[config.mk]
export PLATFORM = sky130hd
export DESIGN_NAME = bin_serializer
export DESIGN_NICKNAME = d
export VERILOG_FILES = /design/src/rtl/bin_serializer.sv
export SDC_FILE = /design/constraint.sdc
export NUM_CORES = 1
export LEC_CHECK = 0
export BUFFER_PORTS_ARGS = -buffer_cell sky130_fd_sc_hd__buf_4
export CAP_MARGIN = 15
export CORE_MARGIN = 3
export CORE_UTILIZATION = 52
export CTS_BUF_LIST = sky130_fd_sc_hd__clkbuf_4
export CTS_CLUSTER_SIZE = 10
export DETAILED_ROUTE_END_ITERATION = 10
export GPL_TIMING_DRIVEN = 0
export PLACE_DENSITY = 0.82
export SYNTH_ARGS = -nofsm -noshare
export SYNTH_HDL_FRONTEND = slang
export SYNTH_SLANG_ARGS = --single-unit
[constraint.sdc]
create_clock -name clk -period 1.57 [get_ports clk]
set_input_delay 0.2355 -clock clk [delete_from_list [all_inputs] [get_ports clk]]
set_output_delay 0.2355 -clock clk [all_outputs]
set_load 0.02 [all_outputs]
[src/rtl/bin_serializer.sv]
// Parallel-to-serial feeder for the double-dabble display chain: saturates the
// accepted value to MAX and shifts it out MSB-first between a clr and a done strobe.
module bin_serializer #(
  parameter int WIDTH = 10,
  parameter int MAX   = 999
) (
  input  logic             clk,
  input  logic             rst,
  input  logic [WIDTH-1:0] data,
  input  logic             valid,
  output logic             ready,
  output logic             din,
  output logic             shift_en,
  output logic             clr,
  output logic             done,
  output logic             ovf
);

  localparam int CW = (WIDTH > 1) ? $clog2(WIDTH) : 1;
  localparam logic [WIDTH-1:0] MAXV     = WIDTH'(MAX);
  localparam logic [CW-1:0]    CNT_LOAD = CW'(WIDTH - 1);

  typedef enum logic [1:0] {IDLE, CLEAR, SHIFT, DONE} state_t;

  state_t           state;
  logic [WIDTH-1:0] sreg;
  logic [CW-1:0]    cnt;

  // Outputs are registered alongside the state, so each is driven from the
  // transition into the state where it must be visible.
  always_ff @(posedge clk) begin
    if (rst) begin
      state    <= IDLE;
      sreg     <= '0;
      cnt      <= '0;
      ready    <= 1'b1;
      din      <= 1'b0;
      shift_en <= 1'b0;
      clr      <= 1'b0;
      done     <= 1'b0;
      ovf      <= 1'b0;
    end else begin
      case (state)
        IDLE: begin
          if (valid && ready) begin
            sreg  <= (data > MAXV) ? MAXV : data;
            ovf   <= (data > MAXV);
            ready <= 1'b0;
            clr   <= 1'b1;
            state <= CLEAR;
          end
        end
        CLEAR: begin
          clr      <= 1'b0;
          cnt      <= CNT_LOAD;
          shift_en <= 1'b1;
          din      <= sreg[WIDTH-1];
          sreg     <= sreg << 1;
          state    <= SHIFT;
        end
        SHIFT: begin
          // The first bit already went out on entry, so cnt==0 marks the last one.
          if (cnt == '0) begin
            shift_en <= 1'b0;
            din      <= 1'b0;
            done     <= 1'b1;
            state    <= DONE;
          end else begin
            cnt  <= cnt - CW'(1);
            din  <= sreg[WIDTH-1];
            sreg <= sreg << 1;
          end
        end
        DONE: begin
          done  <= 1'b0;
          ready <= 1'b1;
          state <= IDLE;
        end
        default: state <= IDLE;
      endcase
    end
  end

endmodule

Word-level counts from Yosys, hierarchy flattened
Index checks and enable logic that the tools add are counted.
{ "totals": {"mem_bits_rw": 0, "latchBits": 0, "reg_bits": 22, "mem_bits_ro": 0, "n_memories": 0} }
{ "op_classes": {"n_div": 0, "n_bitwise": 0, "n_eq_ne": 6, "n_addsub": 1, "multipliers": 0, "order_cmp": 1, "mux": 19, "n_reduce_logical": 16, "n_shift": 0} }
{ "op_table": {"columns": ["op", "count"], "rows": [
  ["two-way mux 10 bit", 3],
  ["case mux 10 bit (3 select lines)", 1],
  ["AND reduction 2 bit", 7],
  ["> comparator 10 bit, second input constant", 1],
  ["case mux 1 bit (2 select lines)", 5],
  ["case mux 2 bit (4 select lines)", 1],
  ["case mux 4 bit (2 select lines)", 1],
  ["nonzero test 2 bit", 4],
  ["inequality test 2 bit, second input constant", 3],
  ["two-way mux 1 bit", 5],
  ["== test 2 bit, second input constant", 2],
  ["zero test 4 bit", 1],
  ["two-way mux 2 bit", 2],
  ["two-way mux 4 bit", 1],
  ["subtractor 4 x 1 -> 4 bit, second input constant", 1],
  ["AND reduction 3 bit", 1],
  ["nonzero test 3 bit", 1],
  ["== test 2 x 1 -> 1 bit, second input constant", 1],
  ["zero test 2 bit", 1],
  ["logical AND 1 bit", 1]
]} }

Logic depth before layout (Yosys ltp)
{ "depth": {"depth_word": 4, "ltp_mapped": 6, "depth_no_buf": 5} }

Worst setup path before layout
Ideal clock, no wire load.
{ "synth_path": {"path_kind": "register -> register", "startpoint": "register state[0]", "endpoint": "register cnt[2]", "path_stages_with_launch": 7, "t_arrival_ns": 1.528, "t_required_ns": 1.500, "setup_time_ns": 0.070, "slack_ns": -0.028, "period_less_slack_ns": 1.598, "path_cell_list": "dfxtp_1 inv_1 ha_1 buf_6 and4bb_4 or4_1 a21oi_1"} }
{ "synth_via": {"elab_chain_cells": 3, "elab_cells_between_ends": 6} }
{ "synth_rtl": {"columns": ["item", "line_no", "rtl"], "rows": [
  ["start: declaration", "25", "state_t state;"],
  ["start signal: assignment", "33", "state <= IDLE;"],
  ["start signal: assignment", "50", "state <= CLEAR;"],
  ["start signal: assignment", "59", "state <= SHIFT;"],
  ["== test 2 bit / == test 2 x 1 -> 1 bit (equally long branches)", "43", "case (state)"],
  ["inequality test 2 bit (no line) / nonzero test 2 bit (equally long branches)", null, null],
  ["AND reduction 2 bit (no line)", null, null],
  ["end signal: assignment", "69", "cnt <= cnt - CW'(1);"],
  ["end: declaration", "27", "logic [CW-1:0] cnt;"]
]} }
Several ways; a longest one is shown, not always the timed one.
A chain may end at the register's enable or synchronous reset.

Worst setup path in the final report
Same ends and word-level chain as after synthesis.

==> summary.md <==
| Metric | Value |
|---|---|
| Slew @ Worst Pin | `0.5232 ns` |
| Worst min-delay path endpoint | `sreg[2]` |
| WS Path Type | `flop to flop` |
| Largest reg by FF count | `sreg` |
| Wire per inst | `17.81 um` |
| CTS tree | `built` |
| Synth Register Bits | `22` |
| Die X | `53.08 um` |
| Worst-Skew Late Latency | `0.30 ns` |
| Max Slew Vio Count | `0` |
| Initial core utilization | `56.99%` |
| Placed instance area | `1315 um2` |
| Post-synth top area share | `38.22%` |
| CP endpoint kind | `flop` |
| Final #Nets | `175` |
| DR vias | `1,118` |
| Power Density | `2065 nW/um2` |
| Post-Syn Instances | `126` |
| Core area | `2022 um2` |
| Reg2reg path depth | `6` |
| Final setup TNS | `0 ns` |
| Clk pwr share | `8.2%` |
| Worst-path clk slew | `0.12 ns` |
| Warnings, synthesis | `0` |
| DRC Markers | `0` |
| Syn nets | `145` |
| Root Driver | `clkbuf_4` |
| Routability cong. | `0.8147` |
| Area contributors post-synth | `dfxtp_1, mux2i_1, ha_1` |
| Status | `complete, no violations` |
| Final Cycle Share | `98.08%` |
| Final instance area | `1521 um2` |
| Row count | `16` |
| Pint | `1.793 mW` |
| Top cell type by total area after synthesis | `dfxtp_1` |
| R2r startpoint | `state[0]` |
| Detail Route Antenna Nets | `0` |
| Max FFs per register | `10` |
| Worst Path Required | `1.81 ns` |
| Wire length of the first global-routing pass | `4981 um` |
| Combinational power share | `62.2%` |
| Worst vdd ir | `0.001329 V` |
| Hold/Removal Path Class | `input pin to flop` |
| Die Height | `53.08 um` |
| H-tree depth | `1` |
| CP peak stage delay | `0.41 ns` |
| Setup-failing EPs final | `0` |
| Register area share after synthesis | `38.22%` |
| Biggest regs | `sreg: 10 flops, cnt: 4 flops, state: 2 flops` |
| Vias in the first global route | `1,062` |
| Area grow syn2layout | `32.03%` |
| Die ar. | `2817 um2` |
| Grt ovf | `0` |
| WHS | `0.2788 ns` |
| Max_cap viols | `0` |
| CTS sink count | `22` |
| Violation count after the first detailed-route iteration | `25` |
| Total CTS buffers | `3` |
| Clock skew | `0.003096 ns` |
| Port Buffers | `17` |
| Hold depth | `4` |
| Crit path max-delay cell type | `or4_4` |
| Synthesized area | `1152 um2` |
| R2R setup slack | `0.03 ns` |
| Dpl hpwl | `2059 um` |
| Reg power frac | `29.6%` |
| Cells along the critical path | `inv_4, ha_4, buf_6, and4bb_4, or4_4, a21oi_1` |
| RSZ-0062 raised after global routing | `true` |
| ANT cells | `0` |
| Layout cells sized above 1 | `35.06%` |
| Psw | `1.349 mW` |
| Sw Share | `42.93%` |
| FFs w/ async S/R, synth | `0%` |
| Startpoint types | `flop` |
| Largest net degree at the start of global routing | `12` |
| IO Count | `19` |
| Hold_sp | `data[2]` |
| Static Leak | `0.5912 nW` |
| CTS Buffer Depth | `2` |
| Main flop type after synthesis | `dfxtp_1` |
| DR vias/cell | `6.177` |
| DRT Pass-1 Iters | `4` |
| Final core utilization | `75.25%` |
| Worst EP arrival | `1.78 ns` |
| Fmax | `649.4 MHz` |
| Final hold vios | `0` |
| Syn Area/Cell | `9.146 um2` |
| Final WL | `3224 um` |
| R2r endpoint | `cnt[2]` |
| Total GRT Usage | `24.07%` |
| CTS Hold Buffers Added | `0` |
| Total power | `3.142 mW` |
| Initial antenna violation count | `0` |
| Slew margin rel. | `65.12%` |
| CP max FO | `5` |
| Minimum clock period | `1.540 ns` |
| Number of unique standard cell types used by synthesis | `37` |
| Post-synth EDFFs | `0` |
-- cells in the mapped netlist, types with 2 or more instances --
cell,count
nor2b_1,2
ha_1,6
o21ai_0,6
a32o_1,3
nor2_1,4
nand2b_1,3
inv_1,10
a211oi_1,6
buf_2,3
a31oi_1,6
nand3_1,4
a21oi_1,9
mux2i_1,9
nand2_1,8
clkbuf_1,2
o32ai_1,2
dfxtp_1,22
nor3_1,2
-- metrics by stage --
step                std cells  setup slack [ns]
detailed placement        170           -0.1962
CTS                       177          0.007209
global route              181          -0.02669
floorplan                 126          0.007418
global placement          170          -0.08542
finish                    181           0.03021
-- kinds of logic after synthesis --
| logic type | after synthesis | synth area share, % |
|---|---|---|
| fa+ha+maj | 6 | 6.514 |
| mux | 9 | 7.818 |
| compound gates | 41 | 24.43 |
| buf+inv | 16 | 6.189 |
| flops | 22 | 38.22 |
| simple gates | 32 | 16.83 |
-- timing repair --
action / CTS / global route
setup buffers: 4 / 4
setup endpoints to repair: 17 / 14
resized for setup: 16 / 16
pin swaps: 3 / 2
-- layout make-up --
class	count	area [um2]
Buffer	6	52.55
Fill cell	143	500.5
Inverter	10	40.04
Multi-Input combinational cell	88	735.7
Sequential cell	22	449.2
Clock buffer	3	22.52
Tap cell	27	33.78
Timing Repair Buffer	25	187.7
-- per-layer routing --
layer / track usage [%] / share of wire, % / vias up
li1: - / - / 528
met4: 8.085 / 2.4 / 0
met3: 4.225 / 4.8 / 8
met5: 0 / 0 / -
met1: 29.53 / 42 / 542
met2: 41.94 / 51 / 40
-- cell usage in the layout (no fill, tap or decap), drive strengths merged, types with 5 or more instances in the layout --
| cell | Yosys | final |
|---|---|---|
| buf | 4 | 29 |
| dfxtp | 22 | 22 |
| inv | 10 | 10 |
| mux2i | 9 | 9 |
| a21oi | 9 | 9 |
| nand2 | 8 | 8 |
| a31oi | 6 | 6 |
| a211oi | 6 | 6 |
| o21ai | 6 | 6 |
| ha | 6 | 6 |
| clkbuf | 2 | 5 |
-- worst max-delay path by stage --
stage | startpoint | slack (ns) | to
finish | state[0] | 0.03 | cnt[2]
global route | cnt[0] | -0.03 | sreg[0]
CTS | state[1] | 0.007 | cnt[2]
detailed placement | state[1] | -0.20 | sreg[9]
global placement | state[1] | -0.09 | sreg[3]
floorplan | state[0] | 0.007 | cnt[2]
-- power groups by stage --
stage,Clock (mW),Combinational (mW),Sequential [mW]
floorplan,0,1.08,0.923
global placement,0,1.41,0.886
detailed placement,0,1.49,0.898
CTS,0.258,1.71,0.900
global route,0.273,2.12,0.949
finish,0.259,1.95,0.930
-- critical path, delay by kind of cell, from the launching register on --
| family | cells | cell delay, ns |
|---|---|---|
| and+or+nand+nor | 2 | 0.65 |
| DFF | 1 | 0.39 |
| adders and majority gates | 1 | 0.16 |
| buffers and inverters | 2 | 0.16 |
| AOI/OAI and AO/OA | 1 | 0.12 |
No activity file was read; power rests on OpenSTA's default activity.
